**config.mk**
```make
export PLATFORM = sky130hd
export DESIGN_NAME = cube_move_history
export DESIGN_NICKNAME = d
export VERILOG_FILES = /design/src/rtl/cube_pkg.sv /design/src/rtl/cube_hist_ram.sv /design/src/rtl/cube_move_history.sv
export SDC_FILE = /design/constraint.sdc
export NUM_CORES = 1
export LEC_CHECK = 0
export ABC_AREA = 1
export ABC_CLOCK_PERIOD_IN_PS = 3100
export CORE_MARGIN = 5
export CORE_UTILIZATION = 35
export DETAILED_ROUTE_END_ITERATION = 8
export HOLD_SLACK_MARGIN = 0.08
export RECOVER_POWER = 100
export SYNTH_ARGS = -nofsm -noshare
export SYNTH_HDL_FRONTEND = slang
export SYNTH_SLANG_ARGS = --single-unit
```
**constraint.sdc**
```tcl
create_clock -name clk -period 3.1 [get_ports clk]
set_input_delay 0.62 -clock clk [delete_from_list [all_inputs] [get_ports clk]]
set_output_delay 0.62 -clock clk [all_outputs]
set_load 0.05 [all_outputs]
```
**src/rtl/cube_pkg.sv**
```systemverilog
// ----------------------------------------------------------------------------
// cube_pkg
// Shared types and helpers for the cube move history sequencer.
//   - face codes FACE_0..FACE_5 and NUM_FACES
//   - rotation codes as carried on the user/move interface
//   - move_t: 5-bit compact history entry {face, rot}
//   - rot_inverse / rot_to_qturns helpers
//   - FSM state and pending-operation enums
// No ports (package).
// ----------------------------------------------------------------------------
package cube_pkg;

   typedef enum logic [2:0] {
      FACE_0 = 3'd0,
      FACE_1 = 3'd1,
      FACE_2 = 3'd2,
      FACE_3 = 3'd3,
      FACE_4 = 3'd4,
      FACE_5 = 3'd5
   } face_e;

   localparam logic [2:0] NUM_FACES = 3'd6;

   typedef enum logic [1:0] {
      ROT_NONE = 2'b00,
      ROT_CW   = 2'b01,
      ROT_CCW  = 2'b10,
      ROT_DBL  = 2'b11
   } rot_e;

   typedef struct packed {
      logic [2:0] face;
      logic [1:0] rot;
   } move_t;

   typedef enum logic [1:0] {
      ST_IDLE,
      ST_FETCH,
      ST_ISSUE,
      ST_SCRAMBLE
   } state_e;

   // Which history operation the command in flight will commit.
   typedef enum logic [1:0] {
      OP_MOVE,
      OP_UNDO,
      OP_REDO
   } op_e;

   // Undoing a quarter turn means turning the other way; a half turn is
   // its own inverse.
   function automatic logic [1:0] rot_inverse(input logic [1:0] rot);
      case (rot)
         ROT_CW:  return ROT_CCW;
         ROT_CCW: return ROT_CW;
         default: return rot;
      endcase
   endfunction

   // Cube engine expects clockwise quarter-turn counts.
   function automatic logic [2:0] rot_to_qturns(input logic [1:0] rot);
      case (rot)
         ROT_CW:  return 3'd1;
         ROT_CCW: return 3'd3;
         ROT_DBL: return 3'd2;
         default: return 3'd0;
      endcase
   endfunction

endpackage

```
**src/rtl/cube_hist_ram.sv**
```systemverilog
// ----------------------------------------------------------------------------
// cube_hist_ram
// DEPTH x 5-bit move history storage. One write port, one read port with a
// registered (1-cycle) read. Contents are not reset.
// Ports:
//   clk      in   clock
//   wr_en    in   write strobe
//   wr_addr  in   write address
//   wr_data  in   move entry to store
//   rd_addr  in   read address, sampled every cycle
//   rd_data  out  entry at rd_addr from the previous cycle
// ----------------------------------------------------------------------------
module cube_hist_ram
   import cube_pkg::*;
#(
   parameter int DEPTH = 64,
   parameter int AW    = $clog2(DEPTH)
) (
   input  logic          clk,
   input  logic          wr_en,
   input  logic [AW-1:0] wr_addr,
   input  move_t         wr_data,
   input  logic [AW-1:0] rd_addr,
   output move_t         rd_data
);

   move_t mem [DEPTH];

   always_ff @(posedge clk) begin
      if (wr_en) begin
         mem[wr_addr] <= wr_data;
      end
      rd_data <= mem[rd_addr];
   end

endmodule

```
**src/rtl/cube_move_history.sv**
```systemverilog
// ----------------------------------------------------------------------------
// cube_move_history
// Move sequencer between user/scramble controls and the cube engine. Keeps a
// circular history of compact move codes for multi-level undo/redo, runs
// SCRAMBLE_LEN-move random scrambles, and issues one command at a time over
// a valid/ready handshake. move_count saturates at CNT_MAX.
// Optional build macro: CUBE_HIST_REDO_EN (enables redo; otherwise redo_req
// is ignored and redo_level is always 0).
// Ports:
//   clk, rst                  clock, synchronous active-high reset
//   move_req/face/rot         manual move request and its fields
//   undo_req, redo_req        history navigation pulses
//   scramble_req, clear_req   scramble start / history flush pulses
//   rand_face, rand_rot       random move source for scrambles
//   cmd_valid/face/rot        command to the cube engine (rot = quarter turns)
//   cmd_ready                 engine accepts the command
//   busy, scrambling          status
//   move_count                saturating user move counter
//   hist_level, redo_level    undoable / redoable entry counts
// ----------------------------------------------------------------------------
module cube_move_history
   import cube_pkg::*;
#(
   parameter int DEPTH        = 64,
   parameter int SCRAMBLE_LEN = 20,
   parameter int CNT_W        = 10,
   parameter int CNT_MAX      = 999,
   localparam int PW = $clog2(DEPTH),
   localparam int LW = PW + 1
) (
   input  logic             clk,
   input  logic             rst,
   input  logic             move_req,
   input  logic [2:0]       move_face,
   input  logic [1:0]       move_rot,
   input  logic             undo_req,
   input  logic             redo_req,
   input  logic             scramble_req,
   input  logic             clear_req,
   input  logic [2:0]       rand_face,
   input  logic [1:0]       rand_rot,
   output logic             cmd_valid,
   output logic [2:0]       cmd_face,
   output logic [2:0]       cmd_rot,
   input  logic             cmd_ready,
   output logic             busy,
   output logic             scrambling,
   output logic [CNT_W-1:0] move_count,
   output logic [LW-1:0]    hist_level,
   output logic [LW-1:0]    redo_level
);

`ifdef CUBE_HIST_REDO_EN
   localparam bit REDO_EN = 1'b1;
`else
   localparam bit REDO_EN = 1'b0;
`endif

   state_e           state_reg, state_next;
   op_e              op_reg, op_next;
   logic             cmd_valid_reg, cmd_valid_next;
   logic [2:0]       cmd_face_reg, cmd_face_next;
   logic [2:0]       cmd_rot_reg, cmd_rot_next;
   move_t            entry_reg, entry_next;
   logic [PW-1:0]    wr_ptr_reg, wr_ptr_next;
   logic [LW-1:0]    hist_level_reg, hist_level_next;
   logic [LW-1:0]    redo_level_reg, redo_level_next;
   logic [CNT_W-1:0] move_count_reg, move_count_next;
   logic [7:0]       scr_cnt_reg, scr_cnt_next;

   logic             ram_we;
   logic [PW-1:0]    rd_addr;
   move_t            rd_data;
   logic [2:0]       scr_face;
   logic [2:0]       scr_rot;
   logic [CNT_W-1:0] count_inc;
   logic [CNT_W-1:0] count_dec;

   cube_hist_ram #(.DEPTH(DEPTH), .AW(PW)) u_ram (
      .clk     (clk),
      .wr_en   (ram_we),
      .wr_addr (wr_ptr_reg),
      .wr_data (entry_reg),
      .rd_addr (rd_addr),
      .rd_data (rd_data)
   );

   // The read is launched in the request cycle so the entry is ready while
   // in FETCH; undo needs the newest entry, redo the one just past it.
   assign rd_addr = undo_req ? wr_ptr_reg - PW'(1) : wr_ptr_reg;

   assign scr_face = (rand_face >= NUM_FACES) ? rand_face - NUM_FACES : rand_face;

   always_comb begin
      case (rand_rot)
         2'b01:   scr_rot = 3'd3;
         2'b10:   scr_rot = 3'd2;
         default: scr_rot = 3'd1;
      endcase
   end

   assign count_inc = (move_count_reg == CNT_W'(CNT_MAX)) ? move_count_reg
                                                          : move_count_reg + CNT_W'(1);
   assign count_dec = (move_count_reg == '0) ? move_count_reg
                                             : move_count_reg - CNT_W'(1);

   always_comb begin
      state_next      = state_reg;
      op_next         = op_reg;
      cmd_valid_next  = cmd_valid_reg;
      cmd_face_next   = cmd_face_reg;
      cmd_rot_next    = cmd_rot_reg;
      entry_next      = entry_reg;
      wr_ptr_next     = wr_ptr_reg;
      hist_level_next = hist_level_reg;
      redo_level_next = redo_level_reg;
      move_count_next = move_count_reg;
      scr_cnt_next    = scr_cnt_reg;
      ram_we          = 1'b0;

      case (state_reg)
         ST_IDLE: begin
            if (clear_req) begin
               wr_ptr_next     = '0;
               hist_level_next = '0;
               redo_level_next = '0;
               move_count_next = '0;
            end else if (scramble_req) begin
               state_next      = ST_SCRAMBLE;
               wr_ptr_next     = '0;
               hist_level_next = '0;
               redo_level_next = '0;
               move_count_next = '0;
               scr_cnt_next    = '0;
               cmd_valid_next  = 1'b1;
               cmd_face_next   = scr_face;
               cmd_rot_next    = scr_rot;
            end else if (undo_req) begin
               if (hist_level_reg != '0) begin
                  state_next = ST_FETCH;
                  op_next    = OP_UNDO;
               end
            end else if (REDO_EN && redo_req) begin
               if (redo_level_reg != '0) begin
                  state_next = ST_FETCH;
                  op_next    = OP_REDO;
               end
            end else if (move_req) begin
               if (move_rot != ROT_NONE && move_face < NUM_FACES) begin
                  state_next     = ST_ISSUE;
                  op_next        = OP_MOVE;
                  entry_next     = '{face: move_face, rot: move_rot};
                  cmd_valid_next = 1'b1;
                  cmd_face_next  = move_face;
                  cmd_rot_next   = rot_to_qturns(move_rot);
               end
            end
         end

         ST_FETCH: begin
            state_next     = ST_ISSUE;
            cmd_valid_next = 1'b1;
            cmd_face_next  = rd_data.face;
            cmd_rot_next   = (op_reg == OP_UNDO) ? rot_to_qturns(rot_inverse(rd_data.rot))
                                                 : rot_to_qturns(rd_data.rot);
         end

         ST_ISSUE: begin
            if (cmd_valid_reg && cmd_ready) begin
               cmd_valid_next = 1'b0;
               state_next     = ST_IDLE;
               case (op_reg)
                  OP_MOVE: begin
                     ram_we          = 1'b1;
                     wr_ptr_next     = wr_ptr_reg + PW'(1);
                     redo_level_next = '0;
                     if (hist_level_reg != LW'(DEPTH)) begin
                        hist_level_next = hist_level_reg + LW'(1);
                     end
                     move_count_next = count_inc;
                  end
                  OP_UNDO: begin
                     wr_ptr_next     = wr_ptr_reg - PW'(1);
                     hist_level_next = hist_level_reg - LW'(1);
                     if (REDO_EN) begin
                        redo_level_next = redo_level_reg + LW'(1);
                     end
                     move_count_next = count_dec;
                  end
                  default: begin
                     wr_ptr_next     = wr_ptr_reg + PW'(1);
                     hist_level_next = hist_level_reg + LW'(1);
                     redo_level_next = redo_level_reg - LW'(1);
                     move_count_next = count_inc;
                  end
               endcase
            end
         end

         ST_SCRAMBLE: begin
            // Random fields are captured only when cmd_valid rises, so the
            // command stays stable while the engine stalls.
            if (!cmd_valid_reg) begin
               cmd_valid_next = 1'b1;
               cmd_face_next  = scr_face;
               cmd_rot_next   = scr_rot;
            end else if (cmd_ready) begin
               cmd_valid_next = 1'b0;
               scr_cnt_next   = scr_cnt_reg + 8'd1;
               if (scr_cnt_reg == 8'(SCRAMBLE_LEN - 1)) begin
                  state_next = ST_IDLE;
               end
            end
         end

         default: state_next = ST_IDLE;
      endcase
   end

   always_ff @(posedge clk) begin
      if (rst) begin
         state_reg      <= ST_IDLE;
         op_reg         <= OP_MOVE;
         cmd_valid_reg  <= 1'b0;
         cmd_face_reg   <= '0;
         cmd_rot_reg    <= '0;
         entry_reg      <= '0;
         wr_ptr_reg     <= '0;
         hist_level_reg <= '0;
         redo_level_reg <= '0;
         move_count_reg <= '0;
         scr_cnt_reg    <= '0;
      end else begin
         state_reg      <= state_next;
         op_reg         <= op_next;
         cmd_valid_reg  <= cmd_valid_next;
         cmd_face_reg   <= cmd_face_next;
         cmd_rot_reg    <= cmd_rot_next;
         entry_reg      <= entry_next;
         wr_ptr_reg     <= wr_ptr_next;
         hist_level_reg <= hist_level_next;
         redo_level_reg <= redo_level_next;
         move_count_reg <= move_count_next;
         scr_cnt_reg    <= scr_cnt_next;
      end
   end

   assign cmd_valid  = cmd_valid_reg;
   assign cmd_face   = cmd_face_reg;
   assign cmd_rot    = cmd_rot_reg;
   assign busy       = (state_reg != ST_IDLE);
   assign scrambling = (state_reg == ST_SCRAMBLE);
   assign move_count = move_count_reg;
   assign hist_level = hist_level_reg;
   assign redo_level = redo_level_reg;

endmodule

```
## Word-level counts from Yosys, hierarchy flattened

Memories as Yosys holds them, arrays and structs flattened. A register that Yosys moved wholly into a read port is not among the register bits.
Index checks and enable logic that the tools add are counted.

| storage, ports and cells | value |
|---|---|
| output and inout port bits | 33 |
| bits of input ports | 18 |
| memories | 1 |
| register bits after elaboration | 54 |
| logic and storage cells | 164 |
| bits in writable memories | 320 |

| cells by class | value |
|---|---|
| bitwise logic cells | 3 |
| equality and inequality tests | 37 |
| reduce and logical (&&, ||, !) cells | 23 |
| $add $sub $neg | 9 |
| muxes and demuxes | 77 |
| $lt $le $gt $ge | 2 |

Memory list:

| memory | words | width | read ports | clocked after Yosys merged registers in | write ports | line | source |
|---|---|---|---|---|---|---|---|
| u_ram.mem | 64 | 5 | 1 | 1 | 1 | cube_hist_ram.sv:27 | `move_t mem [DEPTH];` |

Operators with widths:

| kind | count |
|---|---|
| 10-bit 2-to-1 mux | 6 |
| 7-bit one-hot mux with 2 select lines | 4 |
| 3-bit 2-to-1 mux | 14 |
| 7-bit 2-to-1 mux | 5 |
| 8-bit 2-to-1 mux | 4 |
| 6-bit 2-to-1 mux | 5 |
| 2-bit 2-to-1 mux | 14 |
| 3-bit inequality test (second input constant) | 7 |
| 10-bit one-hot mux with 2 select lines | 1 |
| 2-bit == test (second input constant) | 9 |
| 2-bit one-hot mux with 3 select lines | 3 |
| 3-bit one-hot mux with 3 select lines | 2 |
| 6-bit AND reduction | 3 |
| 8-bit one-hot mux with 2 select lines | 1 |
| 5-bit AND reduction | 3 |
| 7-bit by 1-bit subtractor with 7-bit output (second input constant) | 2 |
| 1-bit 2-to-1 mux | 13 |
| 2-bit by 1-bit == test with 1-bit output (second input constant) | 6 |
| 2-bit inequality test (second input constant) | 6 |
| 4-bit inequality test (second input constant) | 3 |
| 6-bit one-hot mux with 2 select lines | 1 |
| 2-bit nonzero test | 6 |
| 10-bit by 1-bit adder with 10-bit output (second input constant) | 1 |
| 10-bit == test (second input constant) | 1 |
| other kinds (23) | 31 |

## Depth between registers and ports, before layout

| logic depth | value |
|---|---|
| word-level depth | 8 |
| mapped depth | 15 |
| depth with buffers taken out | 13 |

## Cells and area by module

From an unflattened synthesis, not the netlist that was laid out.

| unflattened totals | value |
|---|---|
| cells, all modules | 1690 |
| area total of the unflattened synthesis | 16907.5 um2 |

Modules (own cells, without submodules):

| module | cells each | seq. area each (um2) | times used | area an instance (um2) |
|---|---|---|---|---|
| cube_hist_ram | 1180 | 9709.3 | 1 | 13436.6 |
| cube_move_history | 510 | 1041.0 | 1 | 3470.8 |

## Least setup slack after synthesis

Ideal clock, no wire load.

| timing path | value |
|---|---|
| path type | reg2reg |
| from | reg op_reg[0] |
| to | reg move_count_reg[8], in the netlist move_count[8] |
| cell stages (with the launch flop) | 14 |
| period minus slack after synthesis | 2410 ps |
| slack | 690 ps |
| arrival | 2278 ps |
| required time | 2968 ps |
| cells stage by stage | dfxtp_1 > buf_2 > inv_1 > clkbuf_1 > fa_1 > inv_1 > nand3_1 > nand2_1 > nand3_1 > or2_2 > nand2_1 > nand2_1 > nand3_1 > a21oi_1 |

| on the way | value |
|---|---|
| longest elaborated chain between the ends | 4 |
| elaborated cells on any way between the ends | 7 |

RTL lines:

| element | line | source |
|---|---|---|
| from (decl) | cube_move_history.sv:60 | `op_e op_reg, op_next;` |
| from (signal assigned) | cube_move_history.sv:235 | `op_reg <= op_next;` |
| 2-bit by 1-bit == test with 1-bit output (*) | cube_move_history.sv:172 | `case (op_reg)` |
| 10-bit 2-to-1 mux | cube_move_history.sv:172 |  |
| 10-bit 2-to-1 mux | cube_move_history.sv:169 | `if (cmd_valid_reg && cmd_ready) begin` |
| 10-bit one-hot mux with 2 select lines | cube_move_history.sv:121 | `case (state_reg)` |
| to (signal assigned) | cube_move_history.sv:243 | `move_count_reg <= move_count_next;` |
| to (decl) | cube_move_history.sv:68 | `logic [CNT_W-1:0] move_count_reg, move_count_next;` |

Mark *: on every way between the ends. The rest lies on a longest branch, timed or not. The select of a mux whose other input is x is not followed.
A chain may end at the register's enable or synchronous reset.

## Final worst setup path

| timing path | value |
|---|---|
| from | reg state_reg[0] |
| to | out scrambling |

| on the way | value |
|---|---|
| longest elaborated chain between the ends | 1 |

RTL lines:

| element | line | source |
|---|---|---|
| from (decl) | cube_move_history.sv:59 | `state_e state_reg, state_next;` |
| from (signal assigned) | cube_move_history.sv:234 | `state_reg <= state_next;` |
| 2-bit == test | cube_move_history.sv:252 | `assign scrambling = (state_reg == ST_SCRAMBLE);` |
| to (decl) | cube_move_history.sv:47 | `output logic scrambling,` |

No other way between the ends.

==> results.md <==
* CTS Buf Count at 42
* Worst-path clk slew at 0.06 ns
* Fin. Hold Viols at 0
* Largest family of logic cells by synthesized area: simple AND/OR/NAND/NOR gates
* Worst vdd ir at 0.4303 mV
* Maxcap violations at 2
* Commonest cells after routing, fill and taps aside: nand2_1 (423), nand3_1 (375), inv_1 (355), edfxtp_1 (320), nor2_1 (113)
* Setup TNS at 0 ns
* WP depth at 3
* Hold bufs inserted after CTS at 0
* 1st-iter DRT viols at 923
* RSZ-0062 raised after global routing: false
* # diodes at 0
* Worst min path class: reg -> reg
* Part of the Yosys area used for sequential elements at 0.6029
* Most common cell after layout, fill and taps aside: nand2_1
* Clk root buf: clkbuf_16
* YS warnings at 0
* Sw Ratio at 0.2761
* Drt wl/cell at 16.55 µm
* Post-synth top flop: edfxtp_1
* Post-CTS sizing at 0
* Largest net degree at the start of global routing at 81
* Internal power at 8926 µW
* Routed vias/inst at 4.815
* Share of cells above drive strength 1 at 0.06881
* Area of the mapped netlist at 0.01783 mm²
* Tot GR Track Use at 0.1603
* Post-synth EDFFs at 320
* Hold slack at 0.4553 ns
* Final period util at 0.9409
* Simple-gate portion of the synthesized area at 0.2400
* Number of flip-flops in the largest register at 320
* Clk_lat worst skew at 0.56 ns
* Critical path startpoint: state_reg[0]
* Upper clock frequency limit at 342.9 MHz
* Final min period at 2.917 ns
* Gr ovfl total at 0
* CTS H-tree depth at 2
* Reg-to-reg endpoint: u_ram.mem[52][2]
* Clk pwr share at 0.389
* Row cnt at 82
* Largest fanout on the critical path at 7
* CP Cell Sequence: nand2_1, inv_1, clkdlybuf4s50_1
* R2R depth at 8
* Worst-Margin Slew at 1.636 ns
* Largest stage delay on the critical path at 0.87 ns
* Vias at 13102
* Crit path DAT at 2.30 ns
* Starting Density at 0.3547
* Buf/Inv on CP at 2
* Startpoint types: flip-flop
* Status: finished, violations left
* Combinational share of power at 0.152
* Switching Power at 3404 µW
* Critical Path Sink: scrambling
* Vias in the first global route at 12843
* Fill cells at 4898
* Initial antenna violation count at 1
* Xor/xnor share of the synthesized area at 0.004421
* Worst path slowest cell: clkdlybuf4s50_1
* DR pass1 iterations at 5
* Leak Pwr at 0.008778 µW
* Crit Path Class: reg -> out
* Die H at 235.7 µm
* Die X at 235.7 µm
* Part of the power in registers at 0.459
* Storage cell area at 0.01075 mm²
* CP delay by family, top: buffers and inverters
* Area taken by multi-input logic gates at 0.005194 mm²
* Synth Area in Compound Gates at 0.03291
* Final core utilization at 0.4089
* Core ar. at 0.05027 mm²
* Post-DP HPWL at 28070 µm
* Skew final at 0.01551 ns
* CTS Buffer Depth at 3
* Final non-filler cell area at 0.02056 mm²
* Final setup violation count at 0
* FF-to-FF setup slack at 0.26 ns
* Detail Route Antenna Nets at 0
* DP Area at 0.01950 mm²
* CTS tree: done
* First-pass GRT wire length at 71370 µm
* Syn avg cell area at 9.292 µm²
* Crit path capture type: output port
* DRC at 0
* Clock sinks at 377
* DIE AREA at 0.05556 mm²
* Final wirelength at 45030 µm
* Number of port buffers at 48
* Worst r2r src: state_reg[0]
* PD cells at 599.8 mW/mm²
* Number of nets produced by synthesis at 1957
* Power, Total at 12330 µW
* Post-synth cell types at 47
* IO Count at 51
* Post-CTS Setup Bufs at 0
* GPL Wtd Cong at 0.8663
* Final nets at 2057
* Final Max Tran Viols at 72
* Max-Slew Margin vs Limit at -0.09244
* Post-synthesis adder-cell area fraction at 0.01488
* Post-synthesis register bit count at 377
* Asr flop ratio synth at 0
* Failing checks: capacitance limit, slew limit
* Worst hold start: redo_level[1]
* Cells after Synth at 1919
* Area grow syn2layout at 15.28%
* Data required, critical path at 2.48 ns
* Mux cell area share after synthesis at 0
==> layout make-up <==
class,count,share of cell area
inverters,362,0.06635
clock buffers,49,0.05442
clock inverters,25,0.01010
well taps,672,0.04090
multi-input cells,1099,0.2527
repair buffers,137,0.05253
flip-flops and latches,377,0.5230
==> per-stage QoR <==
step / instances / setup WS [ns]
final: 2721 / 0.1833
after global routing: 2721 / 0.04992
after CTS: 2721 / 0.1630
after detailed placement: 2647 / 0.1187
after global placement: 2647 / 0.1227
after floorplan: 1919 / 0.6901
==> worst reg2reg max path, stage by stage (launching register included) <==
cell and delay (ns):
dfxtp_1 0.37, inv_2 0.16, nand2_2 0.17, nor2_2 0.14, inv_1 0.09, nor2_1 0.59
nand4_1 0.58, nor2_1 0.22, clkbuf_2 0.22
==> worst min path at each step <==
stage	cells after the start	to	slack, ns
floorplan	1	scr_cnt_reg[5]	0.45
global placement	2	redo_level[2]	0.45
detailed placement	2	cmd_rot[0]	0.45
CTS	2	redo_level[0]	0.46
global route	2	redo_level[3]	0.47
finish	2	redo_level[1]	0.46
==> power groups by stage <==
stage	clock network (µW)	registers (µW)	logic, µW
floorplan	0	5810	1190
global placement	0	5760	1900
detailed placement	0	5760	1920
CTS	4920	5650	1930
global route	5140	5670	2060
finish	4800	5660	1870
==> synth_stat cells (11+ instances only) <==
master,number,area [µm²]
nor3_1,11,55.05
ha_1,18,225.2
o21ai_0,32,160.2
nand3_1,375,1877
buf_2,23,115.1
a21oi_1,54,270.3
clkbuf_1,25,93.84
dfxtp_1,57,1141
buf_6,18,202.7
inv_1,352,1321
nor2_1,109,409.1
edfxtp_1,320,9609
nand2_1,421,1580
==> layer usage <==
metal / GRT usage / share of wire / wire length, µm / vias up
met2: 0.2656 / 0.48 / 21530 / 410
met1: 0.2148 / 0.43 / 19410 / 6140
met4: 0.05313 / 0.026 / 1179 / 2
li1: - / - / - / 6463
met3: 0.02753 / 0.064 / 2900 / 87
met5: 0 / 0.00016 / 7 / -
==> kinds of logic (layout without fill, tap and decap cells) <==
group | after synthesis | count (layout)
and+or+nand+nor | 961 | 961
buffers and inverters | 443 | 573
DFF | 377 | 377
AOI/OAI and AO/OA | 108 | 108
adders and majority gates | 20 | 20
xor gates and xnor gates | 9 | 9
other | 1 | 1
No activity file was read; power rests on OpenSTA's default activity.
